$ cat config.mk
export PLATFORM = sky130hd
export DESIGN_NAME = traffic_phase_controller
export DESIGN_NICKNAME = d
export VERILOG_FILES = /design/src/rtl/traffic_pkg.sv /design/src/rtl/traffic_phase_select.sv /design/src/rtl/traffic_phase_controller.sv
export SDC_FILE = /design/constraint.sdc
export NUM_CORES = 1
export LEC_CHECK = 0
export CAP_MARGIN = 20
export CORE_MARGIN = 10
export CORE_UTILIZATION = 58
export CTS_BUF_LIST = sky130_fd_sc_hd__clkbuf_4 sky130_fd_sc_hd__clkbuf_8
export DETAILED_ROUTE_END_ITERATION = 10
export GPL_TIMING_DRIVEN = 0
export PLACE_DENSITY = 0.85
export SLEW_MARGIN = 20
export SYNTH_ARGS = -nofsm -noshare
export SYNTH_HDL_FRONTEND = slang
export SYNTH_SLANG_ARGS = --single-unit
export TNS_END_PERCENT = 50
$ cat constraint.sdc
create_clock -name clk -period 8.3 [get_ports clk]
set_clock_uncertainty 0.1 [all_clocks]
set_input_delay 1.66 -clock clk [delete_from_list [all_inputs] [get_ports clk]]
set_output_delay 1.66 -clock clk [all_outputs]
set_load 0.005 [all_outputs]
$ cat src/rtl/traffic_pkg.sv
// ---------------------------------------------------------------------------
// traffic_pkg
// Shared definitions for the N-phase intersection controller:
//   - controller state encoding (ALLRED / GREEN / YELLOW / FLASH)
//   - per-lamp {R,Y,G} codes driven onto each phase's 3-bit light field
//   - legal range for the number of phases and a helper to check it
// ---------------------------------------------------------------------------
package traffic_pkg;

    typedef enum logic [1:0] {
        ST_ALLRED = 2'd0,
        ST_GREEN  = 2'd1,
        ST_YELLOW = 2'd2,
        ST_FLASH  = 2'd3
    } light_state_t;

    localparam logic [2:0] LAMP_RED    = 3'b100;
    localparam logic [2:0] LAMP_YELLOW = 3'b010;
    localparam logic [2:0] LAMP_GREEN  = 3'b001;
    localparam logic [2:0] LAMP_OFF    = 3'b000;

    localparam int MIN_PHASES = 2;
    localparam int MAX_PHASES = 8;

    function automatic bit phase_count_legal(input int n);
        return (n >= MIN_PHASES) && (n <= MAX_PHASES);
    endfunction

endpackage

$ cat src/rtl/traffic_phase_select.sv
// ---------------------------------------------------------------------------
// traffic_phase_select
// Combinational rotating-priority finder. Starting just after last_phase and
// wrapping around (last_phase itself is considered last), returns the first
// phase whose eligible bit is set.
// Ports:
//   eligible   in  NUM_PHASES  phases that may be served next
//   last_phase in  PW          phase served most recently
//   next_phase out PW          selected phase (last_phase when none found)
//   found      out 1           at least one eligible phase exists
// ---------------------------------------------------------------------------
module traffic_phase_select
    import traffic_pkg::*;
#(
    parameter int NUM_PHASES = 4,
    parameter int PW         = $clog2(NUM_PHASES)
) (
    input  logic [NUM_PHASES-1:0] eligible,
    input  logic [PW-1:0]         last_phase,
    output logic [PW-1:0]         next_phase,
    output logic                  found
);

    int scan_idx;

    // Walk the ring once, beginning at the phase after last_phase, and keep
    // the first hit only.
    always_comb begin
        next_phase = last_phase;
        found      = 1'b0;
        scan_idx   = 0;
        for (int step = 1; step <= NUM_PHASES; step++) begin
            scan_idx = int'(last_phase) + step;
            if (scan_idx >= NUM_PHASES) begin
                scan_idx = scan_idx - NUM_PHASES;
            end
            if (!found && eligible[scan_idx]) begin
                found      = 1'b1;
                next_phase = scan_idx[PW-1:0];
            end
        end
    end

endmodule

$ cat src/rtl/traffic_phase_controller.sv
// ---------------------------------------------------------------------------
// traffic_phase_controller
// N-phase intersection controller. Serves phases round-robin with the cycle
// GREEN -> YELLOW -> ALL-RED, skipping phases with no green time unless a
// pedestrian request is latched for them. Supports a freeze input and a
// flashing fail-safe mode. All outputs are registered and change on the same
// edge as the controller state.
// Ports:
//   clk          in   1              rising-edge clock
//   reset_n      in   1              asynchronous active-low reset
//   enable       in   1              1 = run, 0 = freeze state/timer/blink
//   flash_mode   in   1              request flashing fail-safe mode
//   green_time   in   NUM_PHASES*TW  per-phase green duration, phase p at [p*TW +: TW]
//   yellow_time  in   TW             yellow duration
//   allred_time  in   TW             all-red clearance duration
//   ped_req      in   NUM_PHASES     pedestrian requests (sticky once seen)
//   light        out  NUM_PHASES*3   per-phase {R,Y,G} lamp code
//   active_phase out  PW             phase in GREEN/YELLOW, last served otherwise
//   ped_walk     out  NUM_PHASES     walk indication for the phase in GREEN
//   phase_done   out  1              pulse on the YELLOW -> ALL-RED edge
// ---------------------------------------------------------------------------
module traffic_phase_controller
    import traffic_pkg::*;
#(
    parameter int NUM_PHASES = 4,
    parameter int TW         = 8,
    parameter int MIN_GREEN  = 8,
    parameter int RESET_HOLD = 4,
    parameter int FLASH_HALF = 16
) (
    input  logic                          clk,
    input  logic                          reset_n,
    input  logic                          enable,
    input  logic                          flash_mode,
    input  logic [NUM_PHASES*TW-1:0]      green_time,
    input  logic [TW-1:0]                 yellow_time,
    input  logic [TW-1:0]                 allred_time,
    input  logic [NUM_PHASES-1:0]         ped_req,
    output logic [NUM_PHASES*3-1:0]       light,
    output logic [$clog2(NUM_PHASES)-1:0] active_phase,
    output logic [NUM_PHASES-1:0]         ped_walk,
    output logic                          phase_done
);

    localparam int PW = $clog2(NUM_PHASES);
    localparam int BW = $clog2(FLASH_HALF + 1);

    if (!phase_count_legal(NUM_PHASES)) begin : g_bad_phase_count
        $error("traffic_phase_controller: NUM_PHASES must be in 2..8");
    end

    light_state_t            state;
    logic [TW-1:0]           timer;
    logic [NUM_PHASES-1:0]   ped_latch;
    logic [BW-1:0]           blink_cnt;
    logic                    blink_on;

    logic [NUM_PHASES-1:0]   eligible;
    logic [PW-1:0]           sel_phase;
    logic                    sel_found;
    logic [TW-1:0]           sel_green;
    logic [TW-1:0]           green_load;
    logic                    serve_now;
    logic [NUM_PHASES-1:0]   serve_grant;

    // A state lasting D cycles holds max(D,1) cycles: the timer is loaded
    // with max(D,1)-1 and the state is left when it reaches zero.
    function automatic logic [TW-1:0] load_value(input logic [TW-1:0] d);
        return (d == '0) ? '0 : d - 1'b1;
    endfunction

    // Lamp pattern for a given state; RED everywhere except the served phase,
    // or the blink pattern while flashing.
    function automatic logic [NUM_PHASES*3-1:0] lamp_pattern(
        input light_state_t st,
        input logic [PW-1:0] p,
        input logic          lit
    );
        logic [NUM_PHASES*3-1:0] v;
        for (int i = 0; i < NUM_PHASES; i++) begin
            v[i*3 +: 3] = LAMP_RED;
            if (st == ST_FLASH) begin
                v[i*3 +: 3] = !lit ? LAMP_OFF : ((i == 0) ? LAMP_YELLOW : LAMP_RED);
            end else if (i == int'(p)) begin
                if (st == ST_GREEN) begin
                    v[i*3 +: 3] = LAMP_GREEN;
                end else if (st == ST_YELLOW) begin
                    v[i*3 +: 3] = LAMP_YELLOW;
                end
            end
        end
        return v;
    endfunction

    // A phase may be served if it has green time of its own or a pedestrian
    // is waiting on it. Only the registered latch counts, so a request
    // arriving on the decision edge waits for the next round.
    always_comb begin
        eligible = '0;
        for (int i = 0; i < NUM_PHASES; i++) begin
            eligible[i] = (green_time[i*TW +: TW] != '0) || ped_latch[i];
        end
    end

    traffic_phase_select #(
        .NUM_PHASES (NUM_PHASES),
        .PW         (PW)
    ) u_select (
        .eligible   (eligible),
        .last_phase (active_phase),
        .next_phase (sel_phase),
        .found      (sel_found)
    );

    // Green for the chosen phase; a ped-only phase (zero green) gets MIN_GREEN.
    assign sel_green  = green_time[sel_phase*TW +: TW];
    assign green_load = (sel_green == '0) ? TW'(MIN_GREEN - 1) : sel_green - 1'b1;

    // The edge on which ALL-RED hands over to a new GREEN; also the edge that
    // consumes that phase's pedestrian latch.
    assign serve_now   = (state == ST_ALLRED) && enable && (timer == '0)
                         && !flash_mode && sel_found;
    assign serve_grant = serve_now ? (NUM_PHASES'(1) << sel_phase) : '0;

    // Pedestrian latches keep capturing even while frozen. A new request on
    // the same edge the latch is consumed wins, so it is served next time.
    always_ff @(posedge clk or negedge reset_n) begin
        if (!reset_n) begin
            ped_latch <= '0;
        end else begin
            ped_latch <= (ped_latch & ~serve_grant) | ped_req;
        end
    end

    // Main sequencer. When frozen every register, including the outputs and
    // the phase_done pulse, simply holds its value.
    always_ff @(posedge clk or negedge reset_n) begin
        if (!reset_n) begin
            state        <= ST_ALLRED;
            timer        <= TW'(RESET_HOLD - 1);
            active_phase <= PW'(NUM_PHASES - 1);
            light        <= {NUM_PHASES{LAMP_RED}};
            ped_walk     <= '0;
            phase_done   <= 1'b0;
            blink_cnt    <= '0;
            blink_on     <= 1'b1;
        end else if (enable) begin
            phase_done <= 1'b0;
            case (state)
                ST_ALLRED: begin
                    if (timer != '0) begin
                        timer <= timer - 1'b1;
                    end else if (flash_mode) begin
                        state     <= ST_FLASH;
                        blink_cnt <= '0;
                        blink_on  <= 1'b1;
                        light     <= lamp_pattern(ST_FLASH, active_phase, 1'b1);
                        ped_walk  <= '0;
                    end else if (sel_found) begin
                        state        <= ST_GREEN;
                        active_phase <= sel_phase;
                        timer        <= green_load;
                        light        <= lamp_pattern(ST_GREEN, sel_phase, 1'b1);
                        ped_walk     <= serve_grant;
                    end else begin
                        timer <= load_value(allred_time);
                    end
                end
                ST_GREEN: begin
                    // A flash request cuts green short but still goes through yellow.
                    if ((timer == '0) || flash_mode) begin
                        state    <= ST_YELLOW;
                        timer    <= load_value(yellow_time);
                        light    <= lamp_pattern(ST_YELLOW, active_phase, 1'b1);
                        ped_walk <= '0;
                    end else begin
                        timer <= timer - 1'b1;
                    end
                end
                ST_YELLOW: begin
                    if (timer == '0) begin
                        state      <= ST_ALLRED;
                        timer      <= load_value(allred_time);
                        light      <= {NUM_PHASES{LAMP_RED}};
                        phase_done <= 1'b1;
                    end else begin
                        timer <= timer - 1'b1;
                    end
                end
                ST_FLASH: begin
                    // Leaving flash restarts the rotation so phase 0 comes first.
                    if (!flash_mode) begin
                        state        <= ST_ALLRED;
                        timer        <= load_value(allred_time);
                        active_phase <= PW'(NUM_PHASES - 1);
                        light        <= {NUM_PHASES{LAMP_RED}};
                    end else if (blink_cnt == BW'(FLASH_HALF - 1)) begin
                        blink_cnt <= '0;
                        blink_on  <= !blink_on;
                        light     <= lamp_pattern(ST_FLASH, active_phase, !blink_on);
                    end else begin
                        blink_cnt <= blink_cnt + 1'b1;
                    end
                end
                default: begin
                    state <= ST_ALLRED;
                    timer <= load_value(allred_time);
                    light <= {NUM_PHASES{LAMP_RED}};
                end
            endcase
        end
    end

endmodule
Word level (Yosys, flattened, before mapping). Index checks and enable logic that the tools add are counted.

Output and inout bits: 19. Register bits after elaboration: 39. Input port bits: 56. Logic and storage cells: 177.

Magnitude comparators: 8. Shifts and indexed selects: 2. Reduce and logical (&&, ||, !) cells: 38. Equal/unequal tests: 22. Bitwise operators: 3. Muxes and demuxes: 82. Add/subtract/negate cells: 13.

Operator list (number): >= comparator 32 x 4 -> 1 bit, second input constant (4); < comparator 32 x 4 -> 1 bit, second input constant (4); 2-to-1 mux 32 bit (4); subtractor 32 x 4 -> 32 bit, second input constant (4); 2-to-1 mux 12 bit (7); 2-to-1 mux 8 bit (9); one-hot mux 12 bit (4 select lines) (1); nonzero test 8 bit (5); logical NOT 8 bit (4); one-hot mux 8 bit (4 select lines) (1); variable part select 32 x 6 -> 8 bit (1); subtractor 8 x 1 -> 8 bit, second input constant (4); 2-to-1 mux 2 bit (15); 2-to-1 mux 3 bit (9); AND reduction 6 bit (4); 2-to-1 mux 4 bit (5); 2-to-1 mux 5 bit (4); 2-to-1 mux 1 bit (18); inequality test 2 bit, second input constant (9); one-hot mux 5 bit (2 select lines) (1); AND reduction 5 bit (2); binary-select mux 1 bit (select 2 bit) (4); == test 2 bit, first input constant (4); one-hot mux 2 bit (4 select lines) (1); 23 further kinds (44).

Longest topological paths before layout.
Word-level depth: 23. Gate-level depth with buffers: 17. Mapped depth without buffers: 13.

Modules after synthesis. From an unflattened synthesis, not the netlist that was laid out.

Cell total of the unflattened synthesis: 414. Area total of the unflattened synthesis: 3284.4 um^2.

By module, submodules not included: traffic_phase_controller (area an instance 3201.8 um^2, instances 1, cells an instance 400, sequential area each 987.2 um^2); traffic_phase_select (area an instance 82.6 um^2, instances 1, cells an instance 14, sequential area each 0.0 um^2).

Least setup slack after synthesis. No wires, ideal clock.

Path type: input to register. From: input green_time[24]. To: register timer[3]. Arrival: 4.593 ns. Data required time: 8.063 ns. Cell stages on the path: 14. Setup time: 0.137 ns. Path buffers: 1. Slack: 3.471 ns. Cells stage by stage: nor4_2 -> nand3_1 -> mux4_2 -> o22a_1 -> buf_2 -> xnor2_4 -> mux2i_1 -> mux2i_4 -> inv_2 -> ha_1 -> o2111ai_1 -> o31ai_1 -> or3b_1 -> a31oi_1.

Longest elaborated chain between the ends: 22. Elaborated cells on any way between the ends: 36. Classes of those cells: add/sub (1); shift (1); mux (25); reduce/logical (9).

RTL lines: start: declaration (RTL line traffic_phase_controller.sv:35) `input logic [NUM_PHASES*TW-1:0] green_time,`; nonzero test 8 bit (RTL line traffic_phase_controller.sv:101) `eligible[i] = (green_time[i*TW +: TW] != '0) || ped_latch[i];`; logical OR 1 bit (RTL line traffic_phase_controller.sv:101); binary-select mux 1 bit (select 2 bit) (RTL line traffic_phase_select.sv:37) `if (!found && eligible[scan_idx]) begin`; 2-to-1 mux 1 bit (not written as such) (2 in a row) (RTL line traffic_phase_select.sv:37); 2-to-1 mux 1 bit (RTL line traffic_phase_select.sv:37); logical NOT 1 bit (RTL line traffic_phase_select.sv:37); logical AND 1 bit (RTL line traffic_phase_select.sv:37); 2-to-1 mux 1 bit (RTL line traffic_phase_select.sv:37); (+5 left out); 2-to-1 mux 2 bit (RTL line traffic_phase_select.sv:37); variable part select 32 x 6 -> 8 bit (RTL line traffic_phase_controller.sv:116) `assign sel_green = green_time[sel_phase*TW +: TW];`; subtractor 8 x 1 -> 8 bit or logical NOT 8 bit (tied branches) (RTL line traffic_phase_controller.sv:117) `assign green_load = (sel_green == '0) ? TW'(MIN_GREEN - 1) : sel_green - 1'b1;`; 2-to-1 mux 8 bit (RTL line traffic_phase_controller.sv:117); 2-to-1 mux 8 bit (*) (RTL line traffic_phase_controller.sv:159) `end else if (sel_found) begin`; 2-to-1 mux 8 bit (*) (RTL line traffic_phase_controller.sv:153) `end else if (flash_mode) begin`; 2-to-1 mux 8 bit (*) (RTL line traffic_phase_controller.sv:151) `if (timer != '0) begin`; one-hot mux 8 bit (4 select lines) (*) (RTL line traffic_phase_controller.sv:149) `case (state)`; end signal: assignment (RTL line traffic_phase_controller.sv:152) `timer <= timer - 1'b1;`; end signal: assignment (RTL line traffic_phase_controller.sv:162) `timer <= green_load;`; end signal: assignment (RTL line traffic_phase_controller.sv:166) `timer <= load_value(allred_time);`; end: declaration (RTL line traffic_phase_controller.sv:53) `logic [TW-1:0] timer;`.

Mark *: on every way between the ends. The rest lies on a longest branch, timed or not. The select of a mux whose other input is x is not followed. A chain may end at the register's enable or synchronous reset.

Final worst setup path.
From: input green_time[5]. To: register timer[3].

The elaborated chain is that of the path after synthesis.

==> impl_metrics.prom <==
# TYPE chip_impl_metric gauge
chip_impl_info{name="status",value="complete, no violations"} 1
chip_impl_metric{name="num_antenna_cells",unit=""} 0
chip_impl_metric{name="timing.max_cap.violations",unit=""} 0
chip_impl_metric{name="global_route.usage.total",unit="%"} 24.92
chip_impl_metric{name="total_leakage_power",unit="nW"} 1.902
chip_impl_metric{name="vdd.ir_drop.worst",unit="uV"} 168.6
chip_impl_metric{name="ys_seq_elements",unit=""} 39
chip_impl_metric{name="avgSynthCellArea",unit="sq um"} 7.235
chip_impl_metric{name="wire_per_inst",unit="microns"} 19.22
chip_impl_metric{name="synth_cell_types",unit=""} 60
chip_impl_metric{name="post-route-min-period",unit="ns"} 5.748
chip_impl_metric{name="grt_antenna_before_repair",unit=""} 0
chip_impl_metric{name="place_inst",unit=""} 676
chip_impl_info{name="timing.hold.worst.start",value="light[11]$_DFFE_PN1P_"} 1
chip_impl_metric{name="stdcell_count",unit=""} 684
chip_impl_metric{name="power.density_cell_area",unit="nW/um^2"} 307.2
chip_impl_info{name="final_common_cell",value="sky130_fd_sc_hd__nand2_1"} 1
chip_impl_metric{name="hold_viol_final",unit=""} 0
chip_impl_metric{name="mappedNetlistNets",unit=""} 592
chip_impl_metric{name="route.detailed.vias_per_inst",unit=""} 6.573
chip_impl_metric{name="clock.fmax",unit="MHz"} 174.0
chip_impl_info{name="cell_chosen_for_the_clock_root",value="sky130_fd_sc_hd__clkbuf_8"} 1
chip_impl_metric{name="syn-instance-count",unit=""} 524
chip_impl_metric{name="route.vias.total",unit=""} 4496
chip_impl_metric{name="design.die.area",unit="sq um"} 10170
chip_impl_metric{name="rrSetupSlack",unit="ns"} 3.50
chip_impl_metric{name="gr-total-overflow",unit=""} 0
chip_impl_metric{name="drt_first_iter_violations",unit=""} 385
chip_impl_metric{name="core_region_area",unit="sq um"} 6350
chip_impl_info{name="critPathLaunchType",value="primary input"} 1
chip_impl_info{name="rsz0062_at_grt",value="false"} 1
chip_impl_metric{name="detail_route.first_pass.iterations",unit=""} 8
chip_impl_metric{name="ctsResizeCount",unit=""} 0
chip_impl_metric{name="synth.yosys.seq_area_share",unit="%"} 26.04
chip_impl_metric{name="nFillCells",unit=""} 484
chip_impl_info{name="worst_setup_path_end_kind",value="flop"} 1
chip_impl_metric{name="place.port_buffers",unit=""} 74
chip_impl_metric{name="route.antenna.remaining_nets",unit=""} 0
chip_impl_metric{name="synth-edff-count",unit=""} 0
chip_impl_metric{name="flow.area_growth_from_synthesis",unit="%"} 25.54
chip_impl_metric{name="drc_errors",unit=""} 0
chip_impl_metric{name="timing.final.max_slew_violations",unit=""} 0
chip_impl_info{name="postSynth.topFlopCell",value="sky130_fd_sc_hd__dfrtp_1"} 1
chip_impl_metric{name="nNetsFinal",unit=""} 674
chip_impl_metric{name="clkSlewWorstSetupHoldPaths",unit="ns"} 0.09
chip_impl_info{name="synthTopCellsByArea",value="sky130_fd_sc_hd__dfrtp_1 20%, sky130_fd_sc_hd__nand2_1 10%, sky130_fd_sc_hd__dfstp_2 6.2%, sky130_fd_sc_hd__a211oi_1 5.5%, sky130_fd_sc_hd__nor2_1 5.1%"} 1
chip_impl_metric{name="post_cts_buffers",unit=""} 0
chip_impl_metric{name="worst-endpoint-arrival",unit="ns"} 5.79
chip_impl_metric{name="cts_hold_repair.buffers",unit=""} 0
chip_impl_metric{name="tns",unit="ns"} 0
chip_impl_metric{name="crit_fanout",unit=""} 10
chip_impl_metric{name="number_of_global_route_vias_before_repair",unit=""} 4475
chip_impl_metric{name="fp-row-count",unit=""} 29
chip_impl_metric{name="dieWidth",unit="microns"} 100.9
chip_impl_metric{name="synthesis.yosys.warnings",unit=""} 0
chip_impl_metric{name="syn_area",unit="sq um"} 3791
chip_impl_metric{name="design.portCount",unit=""} 75
chip_impl_info{name="ordered_list_of_cells_on_the_worst_path",value="clkdlybuf4s50_1, nor4_1, nand3_1, mux4_2, o22a_1, buf_2, xnor2_4, mux2i_1, mux2i_4, inv_2, ha_1, o2111ai_1, o31ai_1, or3b_1, a31oi_1"} 1
chip_impl_metric{name="cts_inserted_buffers",unit=""} 5
chip_impl_metric{name="dpl.hpwl",unit="microns"} 10310
chip_impl_info{name="slowest_stage",value="sky130_fd_sc_hd__nor4_1"} 1
chip_impl_metric{name="start_util",unit="%"} 59.70
chip_impl_metric{name="die_height",unit="microns"} 100.9
chip_impl_info{name="layout.cells.most_common_list",value="103 x sky130_fd_sc_hd__nand2_1, 73 x sky130_fd_sc_hd__clkdlybuf4s50_1, 52 x sky130_fd_sc_hd__nor2_1"} 1
chip_impl_metric{name="cp_data_required_time",unit="ns"} 8.34
chip_impl_info{name="crit_path_start",value="green_time[5]"} 1
chip_impl_metric{name="max-clock-path-buffers",unit=""} 2
chip_impl_metric{name="slowest_delay",unit="ns"} 0.58
chip_impl_metric{name="tightest_slew",unit="ns"} 0.9908
chip_impl_metric{name="postSynth.asyncResetShare",unit="%"} 100.0
chip_impl_info{name="tritoncts_clock_tree",value="done"} 1
chip_impl_metric{name="finalSetupViolCount",unit=""} 0
chip_impl_metric{name="cts_num_sinks",unit=""} 39
chip_impl_metric{name="share_of_layout_cells_above_drive_strength_1",unit="%"} 5.766
chip_impl_metric{name="layout_worst_path_cycle_share",unit="%"} 69.25
chip_impl_metric{name="grt_start_max_net_pins",unit=""} 29
chip_impl_metric{name="clkLatencyLatePin",unit="ns"} 0.29
chip_impl_info{name="crit-reg2reg-launch",value="active_phase[0]$_DFFE_PN1P_"} 1
chip_impl_info{name="synthDominantAreaCellType",value="sky130_fd_sc_hd__dfrtp_1"} 1
chip_impl_metric{name="htreeDepth",unit=""} 2
chip_impl_metric{name="finalWeightedCongestion",unit=""} 0.9802
chip_impl_metric{name="synth.top_cell.area_share",unit="%"} 19.80
chip_impl_metric{name="global_route_wire_length_before_repair",unit="microns"} 21180
chip_impl_info{name="timing.setup.critical_path_class",value="in2reg"} 1
chip_impl_metric{name="relSlewSlack",unit="%"} 33.02
chip_impl_metric{name="routed_wl",unit="microns"} 13150
chip_impl_info{name="hold_class",value="reg2reg"} 1
## area by class of cell
cell class / instances / area (sq um) / share of cell area [%]
multi-input cells: 439 / 2624 / 55.13
flip-flops and latches: 39 / 987.2 / 20.74
repair buffers: 75 / 755.7 / 15.88
plain buffers: 28 / 112.6 / 2.366
well taps: 77 / 96.34 / 2.024
clock buffers: 5 / 68.82 / 1.446
inverters: 18 / 67.56 / 1.420
clock inverters: 3 / 47.55 / 0.9989
## cells in the mapped netlist (all sizes together) (8+ instances only)
| cell type | count |
|---|---|
| nand2 | 103 |
| nor2 | 52 |
| o21ai | 39 |
| dfrtp | 30 |
| a211oi | 28 |
| a21oi | 25 |
| nor3 | 23 |
| clkbuf | 20 |
| inv | 17 |
| nand3 | 16 |
| xnor2 | 14 |
| ha | 12 |
| a21o | 11 |
| a31oi | 10 |
| dfstp | 9 |
| buf | 8 |
| xor2 | 8 |
## power by group
| group | internal, mW | leakage (nW) | switching (mW) |
|---|---|---|---|
| Combinational | 0.370 | 1.37 | 0.610 |
| Clock | 0.0912 | 0.0587 | 0.0756 |
| Sequential | 0.260 | 0.477 | 0.0551 |
| Total | 0.722 | 1.90 | 0.741 |
## state kept, by name (all words and copies together), names as in the netlist
name          flops
light            12
timer             8
blink_cnt         5
ped_latch         4
ped_walk          4
active_phase      2
state             2
blink_on          1
phase_done        1
## worst paths after layout
path                                           endpoint  depth (start not counted)
worst min-delay path              light[11]$_DFFE_PN1P_                          2
worst min register to register    light[11]$_DFFE_PN1P_                          2
min in group asynchronous       ped_walk[3]$_DFFE_PN0P_                          1
worst max register to register     timer[3]$_DFFE_PN0P_                         16
worst max-delay path               timer[3]$_DFFE_PN0P_                         15
max in group asynchronous          timer[0]$_DFFE_PN1P_                          2
## through the flow
stage               total power, mW  setup WS [ns]  cell area, sq um  hold slack (ns)  utilization, %
floorplan                    0.9575          3.471              3791           0.3514               -
global placement              1.224          2.427              4628           0.3539           72.89
detailed placement            1.254          2.339              4643           0.3580           73.12
CTS                           1.426          2.614              4760           0.3698           74.96
global route                  1.556          2.362              4760           0.3889           74.96
finish                        1.462          2.552              4760           0.3682           74.96
## cell families (layout without fill, tap and decap cells)
family          after synthesis  after routing  synth area share (%)
fa+ha+maj                    12             12                 3.960
buf+inv                      46            129                 4.752
xor+xnor                     22             22                 5.578
compound gates              150            150                 26.17
simple gates                245            245                 29.84
mux                          10             10                 3.663
flops                        39             39                 26.04
## worst max-delay path, delay by kind of cell
family / cells / cell delay (ns)
XOR/XNOR: 1 / 0.35
AO/OA/AOI/OAI: 4 / 0.90
adder cells (fa/ha/maj): 1 / 0.21
multiplexers: 3 / 0.99
AND/OR/NAND/NOR: 3 / 0.93
buffers and inverters: 3 / 0.74
## layer usage
layer / vias to the layer above / GRT usage [%] / share of wire [%]
li1: 2068 / - / -
met1: 2073 / 29.26 / 38
met2: 304 / 42.51 / 49
met3: 51 / 5.487 / 9.7
met4: 0 / 10.65 / 3.5
met5: - / 0 / 0
(Power assumes the default switching activity.)
